===== src/rtl/zrle_comp_pkg.sv =====
// Shared definitions for the 64-bit compression datapath: mode tags,
// control-word field positions and the ZRL encoder state encoding.
package zrle_comp_pkg;

    localparam int WORD_W = 64;

    // Mode tags carried in [63:62] of the first word of a compressed packet.
    // SR is identified by bit 63 alone; bit 62 is free for the SR encoder.
    localparam logic [1:0] MODE_BPC = 2'b00;
    localparam logic [1:0] MODE_ZRL = 2'b01;
    localparam logic [1:0] MODE_SR  = 2'b10;

    // Control-word field positions.
    localparam int TAG_HI  = 63;
    localparam int TAG_LO  = 62;
    localparam int EOT_BIT = 61;
    localparam int LIT_BIT = 60;
    localparam int RUN_FIELD_W = 60;

    typedef enum logic {
        S_ACC = 1'b0,   // accepting raw words, counting zero runs
        S_LIT = 1'b1    // control word sent, literal still owed
    } zrle_state_t;

    // Build a ZRL control word; run must already fit the configured width.
    function automatic logic [WORD_W-1:0] ctrl_word(
        input logic                   eot,
        input logic                   lit,
        input logic [RUN_FIELD_W-1:0] run
    );
        logic [WORD_W-1:0] w;
        w                 = '0;
        w[TAG_HI:TAG_LO]  = MODE_ZRL;
        w[EOT_BIT]        = eot;
        w[LIT_BIT]        = lit;
        w[RUN_FIELD_W-1:0] = run;
        return w;
    endfunction

    // True when a packet's first word selects the given decompressor mode.
    function automatic logic tag_is_sr(input logic [WORD_W-1:0] w);
        return w[TAG_HI] == MODE_SR[1];
    endfunction

    function automatic logic tag_is_bpc(input logic [WORD_W-1:0] w);
        return w[TAG_HI:TAG_LO] == MODE_BPC;
    endfunction

endpackage


===== src/rtl/zrle_out_reg.sv =====
// Registered output slice shared by the compressors: holds one token word
// with its framing flags and tells the engine when it may load the next one.
module zrle_out_reg
    import zrle_comp_pkg::*;
(
    input  logic              clk,
    input  logic              rst,
    input  logic              load,
    input  logic [WORD_W-1:0] ld_data,
    input  logic              ld_sop,
    input  logic              ld_eop,
    input  logic              ready_i,
    output logic [WORD_W-1:0] data_o,
    output logic              valid_o,
    output logic              sop_o,
    output logic              eop_o,
    output logic              out_free
);

    // The slot can take a new word when it is empty or being drained now.
    assign out_free = !valid_o || ready_i;

    // Output register: load on request, otherwise hold until transferred.
    always_ff @(posedge clk or posedge rst) begin
        // NOTE: state is updated with non-blocking assignments so every
        // register samples pre-edge values regardless of block ordering.
        if (rst) begin
            data_o  <= '0;
            valid_o <= 1'b0;
            sop_o   <= 1'b0;
            eop_o   <= 1'b0;
        end else if (load) begin
            data_o  <= ld_data;
            valid_o <= 1'b1;
            sop_o   <= ld_sop;
            eop_o   <= ld_eop;
        end else if (ready_i) begin
            valid_o <= 1'b0;
        end
    end

endmodule


===== src/rtl/zrle_comp.sv =====
// Zero-run-length compressor: collapses runs of all-zero words into one
// control word and passes nonzero words as literals behind a control word.
module zrle_comp
    import zrle_comp_pkg::*;
#(
    parameter int RUN_W = 8
) (
    input  logic              clk,
    input  logic              rst,
    input  logic [WORD_W-1:0] data_i,
    input  logic              valid_i,
    output logic              ready_o,
    input  logic              sop_i,
    input  logic              eop_i,
    output logic [WORD_W-1:0] data_o,
    output logic              valid_o,
    input  logic              ready_i,
    output logic              sop_o,
    output logic              eop_o
);

    // Longest run a single control word can carry.
    localparam logic [RUN_W:0] MAX_RUN = {1'b0, {RUN_W{1'b1}}};

    zrle_state_t       state, state_nxt;
    logic [RUN_W-1:0]  run, run_nxt;
    logic [RUN_W-1:0]  run_eff;
    logic [RUN_W:0]    run_inc;
    logic [WORD_W-1:0] lit_q;
    logic              eot_hold;
    logic              sop_pend;
    logic              sop_now;
    logic              accept;
    logic              word_zero;
    logic              out_free;
    logic              load;
    logic              lit_ld;
    logic [WORD_W-1:0] ld_data;
    logic              ld_sop;
    logic              ld_eop;

    zrle_out_reg u_out (
        .clk      (clk),
        .rst      (rst),
        .load     (load),
        .ld_data  (ld_data),
        .ld_sop   (ld_sop),
        .ld_eop   (ld_eop),
        .ready_i  (ready_i),
        .data_o   (data_o),
        .valid_o  (valid_o),
        .sop_o    (sop_o),
        .eop_o    (eop_o),
        .out_free (out_free)
    );

    // Input handshake; held off during reset and while a literal is owed.
    assign ready_o   = !rst && (state == S_ACC) && out_free;
    assign accept    = valid_i && ready_o;
    assign word_zero = (data_i == '0);

    // A new packet starts its run from zero, dropping any stale count.
    assign run_eff = (accept && sop_i) ? '0 : run;
    assign run_inc = {1'b0, run_eff} + 1'b1;
    assign sop_now = sop_pend || (accept && sop_i);

    // State register.
    always_ff @(posedge clk or posedge rst) begin
        if (rst) state <= S_ACC;
        else     state <= state_nxt;
    end

    // Next-state logic: a nonzero word owes a literal beat.
    always_comb begin
        // NOTE: every combinational output gets a default first so no
        // path through the case leaves it unassigned and infers a latch.
        state_nxt = state;
        case (state)
            S_ACC: if (accept && !word_zero) state_nxt = S_LIT;
            S_LIT: if (out_free)             state_nxt = S_ACC;
            default:                         state_nxt = S_ACC;
        endcase
    end

    // Output logic: token selection, run update and literal capture.
    always_comb begin
        load    = 1'b0;
        ld_data = '0;
        ld_sop  = 1'b0;
        ld_eop  = 1'b0;
        lit_ld  = 1'b0;
        run_nxt = run;
        case (state)
            S_ACC: begin
                if (accept) begin
                    if (word_zero) begin
                        if (eop_i) begin
                            // Packet ends inside a run: flush it as the last token.
                            load    = 1'b1;
                            ld_data = ctrl_word(1'b1, 1'b0, RUN_FIELD_W'(run_inc));
                            ld_sop  = sop_now;
                            ld_eop  = 1'b1;
                            run_nxt = '0;
                        end else if (run_inc == MAX_RUN) begin
                            // Run field saturated: emit a full-run token.
                            load    = 1'b1;
                            ld_data = ctrl_word(1'b0, 1'b0, RUN_FIELD_W'(MAX_RUN));
                            ld_sop  = sop_now;
                            run_nxt = '0;
                        end else begin
                            run_nxt = run_inc[RUN_W-1:0];
                        end
                    end else begin
                        // Control word announcing the literal; literal follows.
                        load    = 1'b1;
                        ld_data = ctrl_word(eop_i, 1'b1, RUN_FIELD_W'(run_eff));
                        ld_sop  = sop_now;
                        lit_ld  = 1'b1;
                        run_nxt = run_eff;
                    end
                end
            end
            S_LIT: begin
                if (out_free) begin
                    load    = 1'b1;
                    ld_data = lit_q;
                    ld_eop  = eot_hold;
                    run_nxt = '0;
                end
            end
            default: ;
        endcase
    end

    // Datapath registers: run counter, pending literal, start-of-packet flag.
    always_ff @(posedge clk or posedge rst) begin
        // NOTE: the literal register is reset too, so a reset mid-packet can
        // never leak a stale literal into the next packet's token stream.
        if (rst) begin
            run      <= '0;
            lit_q    <= '0;
            eot_hold <= 1'b0;
            sop_pend <= 1'b0;
        end else begin
            run <= run_nxt;
            if (lit_ld) begin
                lit_q    <= data_i;
                eot_hold <= eop_i;
            end
            if (load)                sop_pend <= 1'b0;
            else if (accept && sop_i) sop_pend <= 1'b1;
        end
    end

endmodule


===== config.mk =====
export PLATFORM = sky130hd
export DESIGN_NAME = zrle_comp
export DESIGN_NICKNAME = d
export VERILOG_FILES = /design/src/rtl/zrle_comp_pkg.sv /design/src/rtl/zrle_out_reg.sv /design/src/rtl/zrle_comp.sv
export SDC_FILE = /design/constraint.sdc
export NUM_CORES = 1
export LEC_CHECK = 0
export BUFFER_PORTS_ARGS = -buffer_cell sky130_fd_sc_hd__buf_2
export CORE_UTILIZATION = 58
export DETAILED_ROUTE_END_ITERATION = 8
export PLACE_DENSITY = 0.89
export SLEW_MARGIN = 25
export SYNTH_ARGS = -nofsm -noshare
export SYNTH_HDL_FRONTEND = slang
export SYNTH_SLANG_ARGS = --single-unit

===== constraint.sdc =====
create_clock -name clk -period 6.5 [get_ports clk]
set_input_delay 0.325 -clock clk [delete_from_list [all_inputs] [get_ports clk]]
set_output_delay 0.325 -clock clk [all_outputs]
set_load 0.005 [all_outputs]

==> Word level (Yosys, flattened, before mapping) <==
Index checks and enable logic that the tools add are counted.
{ "word_totals": {"word_cells": 67, "register_bits": 142, "output_inout_bits": 68, "inputBits": 70} }
{ "classes": {"n_bitwise": 1, "n_addsub": 1, "n_mux": 39, "reduce_logical": 14, "eq_ne": 3} }
{ "op_table": {"columns": ["operator", "count"], "rows": [
  ["two-way mux 64 bit", 3],
  ["one-hot mux 64 bit (2 select lines)", 1],
  ["two-way mux 63 bit", 2],
  ["logical NOT 64 bit", 1],
  ["two-way mux 8 bit", 6],
  ["two-way mux 1 bit", 23],
  ["one-hot mux 8 bit (2 select lines)", 1],
  ["adder 8 x 1 -> 9 bit, second input constant", 1],
  ["equality test 9 x 8 -> 1 bit, second input constant", 1],
  ["one-hot mux 1 bit (2 select lines)", 3],
  ["logical AND 1 bit", 5],
  ["nonzero test 2 bit", 2],
  ["logical NOT 1 bit", 3],
  ["logical OR 1 bit", 2],
  ["inequality test 2 x 1 -> 1 bit, second input constant", 1],
  ["inequality test 2 bit, second input constant", 1],
  ["AND reduction 2 bit", 1],
  ["inverter 1 bit", 1]
]} }

==> Longest topological paths before layout <==
{ "depth": {"ltp_word": 14, "ltp_mapped": 12, "ltp_nobuf": 11} }

==> Cells and area by module <==
From an unflattened synthesis, not the netlist that was laid out.
{ "unflattened": {"hier_cells": 525, "hier_area_um2": 6764.0} }
{ "by_module_without_submodules": {"columns": ["mod", "cells_each", "seq_area_each_um2", "area_per_inst_um2", "instances"], "rows": [
  ["zrle_comp", 382, 1876.8, 4162.7, 1],
  ["zrle_out_reg", 143, 1676.6, 2601.2, 1]
]} }

==> Worst setup path before layout <==
OpenSTA, ideal clock, no wires.
{ "synth_path": {"path_kind": "reg-to-reg", "start": "register state", "end": "register u_out.data_o[3]", "path_slack_ps": 3843, "setup_time_ps": 126, "stages_incl_launch_ff": 12, "arrival_time_ps": 2531, "required_time_ps": 6374, "period_less_slack_ps": 2657, "path_buffers": 1, "path_cell_list": "dfrtp_1 nor2_1 nand4_1 and2_1 ha_1 xnor2_1 nor3b_1 and4_1 a21oi_2 a21o_1 buf_2 a221o_1"} }
{ "synth_between": {"elab_chain_len": 13, "word_cells_on_any_way": 18, "cone_classes": "add/sub (1); eq/ne (1); mux (11); bitwise (1); reduce/logical (4)"} }
{ "synth_rtl": {"columns": ["item", "line_no", "source"], "rows": [
  ["start: declaration", "zrle_comp.sv:25", "zrle_state_t state, state_nxt;"],
  ["start signal: assignment", "zrle_comp.sv:70", "else state <= state_nxt;"],
  ["inverter 1 bit", null, null],
  ["logical AND 1 bit (2 in a row)", "zrle_comp.sv:58", "assign ready_o = !rst && (state == S_ACC) && out_free;"],
  ["logical AND 1 bit", "zrle_comp.sv:59", "assign accept = valid_i && ready_o;"],
  ["logical AND 1 bit", "zrle_comp.sv:63", "assign run_eff = (accept && sop_i) ? '0 : run;"],
  ["two-way mux 8 bit", "zrle_comp.sv:63", null],
  ["adder 8 x 1 -> 9 bit", "zrle_comp.sv:64", "assign run_inc = {1'b0, run_eff} + 1'b1;"],
  ["equality test 9 x 8 -> 1 bit", "zrle_comp.sv:104", "end else if (run_inc == MAX_RUN) begin"],
  ["two-way mux 63 bit / two-way mux 1 bit (equally long branches)", "zrle_comp.sv:104", null],
  ["two-way mux 63 bit / two-way mux 1 bit (equally long branches)", "zrle_comp.sv:97", "if (eop_i) begin"],
  ["two-way mux 64 bit / two-way mux 1 bit (equally long branches)", "zrle_comp.sv:96", "if (word_zero) begin"],
  ["two-way mux 64 bit / two-way mux 1 bit (equally long branches)", "zrle_comp.sv:95", "if (accept) begin"],
  ["one-hot mux 64 bit (2 select lines) / one-hot mux 1 bit (2 select lines) (equally long branches)", "zrle_comp.sv:93", "case (state)"],
  ["end signal: assignment", "zrle_out_reg.sv:33", "data_o <= ld_data;"],
  ["end: declaration", "zrle_out_reg.sv:13", "output logic [WORD_W-1:0] data_o,"]
]} }
Several ways; a longest one is shown, not always the timed one.
A chain may end at the register's enable or synchronous reset.

==> Worst setup path in the final report <==
{ "layout_path": {"start": "register state", "end": "register u_out.data_o[46]"} }
{ "layout_between": {"elab_chain_len": 13, "word_cells_on_any_way": 15, "cone_classes": "add/sub (1); eq/ne (1); mux (8); bitwise (1); reduce/logical (4)"} }
{ "layout_rtl": {"columns": ["item", "line_no"], "rows": [
  ["inverter 1 bit", null],
  ["logical AND 1 bit (2 in a row)", "zrle_comp.sv:58"],
  ["logical AND 1 bit", "zrle_comp.sv:59"],
  ["logical AND 1 bit", "zrle_comp.sv:63"],
  ["two-way mux 8 bit", "zrle_comp.sv:63"],
  ["adder 8 x 1 -> 9 bit", "zrle_comp.sv:64"],
  ["equality test 9 x 8 -> 1 bit", "zrle_comp.sv:104"],
  ["two-way mux 1 bit", "zrle_comp.sv:104"],
  ["two-way mux 1 bit", "zrle_comp.sv:97"],
  ["two-way mux 1 bit", "zrle_comp.sv:96"],
  ["two-way mux 1 bit", "zrle_comp.sv:95"],
  ["one-hot mux 1 bit (2 select lines)", "zrle_comp.sv:93"]
]} }
Several ways; a longest one is shown, not always the timed one.

==> metrics <==
via count 4874; Hold WC Path Type input port to flop; Clock Latency Late Sink 0.53 ns; sequential power share 0.453; # resized after CTS 0; share of power burned in combinational logic 0.202; vias in the first global route 5019; Fmax 276 MHz; post-synth top area share 0.587; post-detailed-route count of antenna-violating nets 0; WP buf/inv 2; Final Hold Viols 0; R2R Setup Slk 2.87 ns; HPWL Detailed 10200 um; fin. max-slew vios 0; DRC viols 0; most frequent cells in the layout dfrtp_1 (142), buf_2 (137), nand2_1 (118); Core Box Area 9950 um^2; Total GRT Usage 0.315; Primary FF master, synth dfrtp_1; fill count 653; r2r startpoint state; syn avg cell area 11.1 um^2; Worst Path Arrival 4.01 ns; largest net degree at the start of global routing 75; Hold Crit Start data_i[18]; endpoints failing setup 0; Largest delay share family, worst path simple AND/OR/NAND/NOR gates; cts bufs inserted 17; WHS Path Cells 2; syn nets 620; Max-Cap Viols 0; CTS Hold Buffers Added 1; antenna violations before repair 1; layout cells sized above 1 0.331; first drt pass iteration count 6; clk root buf clkbuf_8; Rel. slew slack 0.406; PwrDens 391 nW/um^2; Design Power 2910 uW; setup TNS 0 ns; largest cells by area after synthesis dfrtp_1 (59%), mux2_2 (8.6%), nand2_1 (7.4%), o21ai_0 (4.8%), mux2_1 (3.5%); status finished clean; Register-to-Register Path Depth 12; Distinct cells, synth 45; crit path max fanout 45; leading area contributor after synthesis dfrtp_1; r2r endpoint u_out.data_o[46]; leading cell type in the layout, fill and taps excluded dfrtp_1; DRC violation total after the first TritonRoute iteration 364; Ports 138; number of synthesized flops with an enable pin 0; synth warn 0; Clk pin slew, worst setup/hold paths 0.07 ns; Clock Path Buffers 2; CTS tree built; Die H 104 um; worst-path cell chain nor2_1 > nand4_1 > nand2_1 > inv_1 > ha_1 > nand3_1 > nor2_1 > xor2_1 > a21oi_2 > a21oi_4 > buf_4 > o21ai_0; CP Class flop to flop; clk sinks 142; WP data required 6.88 ns; Initial Util 0.609; mapped cell area 6060 um^2; register area share after synthesis 0.587; reported net switching power 867 uW; synth-to-layout area growth 23.0%; number of I/O port buffers 137; CP Launch Type flop; grt ovf 0; sequential cell area 3550 um^2; fraction of registers with async set/reset 1.00; Slowest-stage cell, CP dfrtp_1; Die X 104 um; H-tree levels 4; Synth Register Bits 142; Peak VDD IR 0.289 mV; Critical Path Sink Type flop; RSZ-0062 raised after global routing false; Post-CTS Setup Repair Bufs 0; Clk network pwr share 0.345; Via density 5.93; Sw Ratio 0.298; crit-path max cell delay 0.46 ns; Min-Delay Endpoint lit_q[18]; die footprint 10900 um^2; Finished Layout Cells 822; Final min period 3.63 ns; Cells after Synth 548; fin nets 747; global-route wire length before repair 26200 um; Final Wtd Congestion 0.878; Worst-Margin Slew 0.888 ns; final worst path period share 0.558; Internal 2050 uW; most used cell, CP nor2_1; Cell Rows 36; leakage 0.00353 uW; area occupied by multi-input gates 2350 um^2; clock skew 0.00683 ns; DR WL/cell 19.4 um; final wirelength 15900 um; Cells after DPL 788
power groups by stage:
stage,Combinational (uW),Clock (uW),Sequential [uW]
2_1_floorplan,309,0,1300
3_3_place_gp,552,0,1310
3_5_place_dp,584,0,1320
4_1_cts,593,1010,1320
5_1_grt,655,1050,1350
6_report,588,1010,1320
cells in the mapped netlist, types with 5 or more instances:
| library cell | count |
|---|---|
| a21o_1 | 5 |
| a21oi_1 | 7 |
| a311o_1 | 5 |
| and2_1 | 6 |
| buf_2 | 7 |
| clkbuf_1 | 24 |
| dfrtp_1 | 142 |
| inv_1 | 5 |
| mux2_1 | 19 |
| mux2_2 | 46 |
| mux2i_1 | 8 |
| nand2_1 | 119 |
| nand3_1 | 6 |
| nand4_1 | 9 |
| nor2_1 | 9 |
| nor4_1 | 17 |
| o21ai_0 | 58 |
cells by family after synthesis:
| family | synth area share |
|---|---|
| muxes | 0.134 |
| DFF | 0.587 |
| and+or+nand+nor | 0.140 |
| buffers and inverters | 0.0275 |
| xor gates and xnor gates | 0.00578 |
| AOI/OAI and AO/OA | 0.102 |
| adders and majority gates | 0.00413 |
how the worst max path moves through the flow:
stage	start	to	slack [ns]	depth (start not counted)
2_1_floorplan	rst	eot_hold	2.37	1
3_3_place_gp	ready_i	u_out.data_o[54]	3.05	13
3_5_place_dp	ready_i	u_out.data_o[45]	2.84	13
4_1_cts	state	u_out.data_o[46]	2.92	12
5_1_grt	state	u_out.data_o[45]	2.58	12
6_report	state	u_out.data_o[46]	2.87	12
final cells by class:
class,count,share of cell area
clock buffer,19,0.0579
clock inverter,13,0.0243
antenna,1,0.000336
sequential,142,0.477
tap,133,0.0223
inverter,5,0.00319
timing repair buffer,144,0.0994
multi-input combinational,365,0.316
sequential cells by signal, indices dropped and copies added (netlist names):
signal and flops:
u_out.sop_o 1, u_out.data_o 64, lit_q 64, u_out.eop_o 1, run 8, eot_hold 1, sop_pend 1, state 1
u_out.valid_o 1
stage by stage:
stage	util	hold WS [ns]	setup slack, ns	cell area (um^2)
floorplan	-	0.443	2.37	6060
global placement	0.686	0.451	3.05	6830
detailed placement	0.686	0.463	2.84	6830
CTS	0.749	0.0110	2.92	7450
global route	0.749	0.0186	2.58	7450
finish	0.749	0.0249	2.87	7450
metal layers:
metal / share of wire / global-route usage / wire length [um] / vias up
li1: - / - / - / 2182
met1: 0.41 / 0.422 / 6600 / 2405
met2: 0.49 / 0.489 / 7830 / 250
met3: 0.070 / 0.0890 / 1110 / 37
met4: 0.025 / 0.122 / 397 / 0
met5: 0 / 0 / 0 / -
Power figures use the tool's default switching activity.
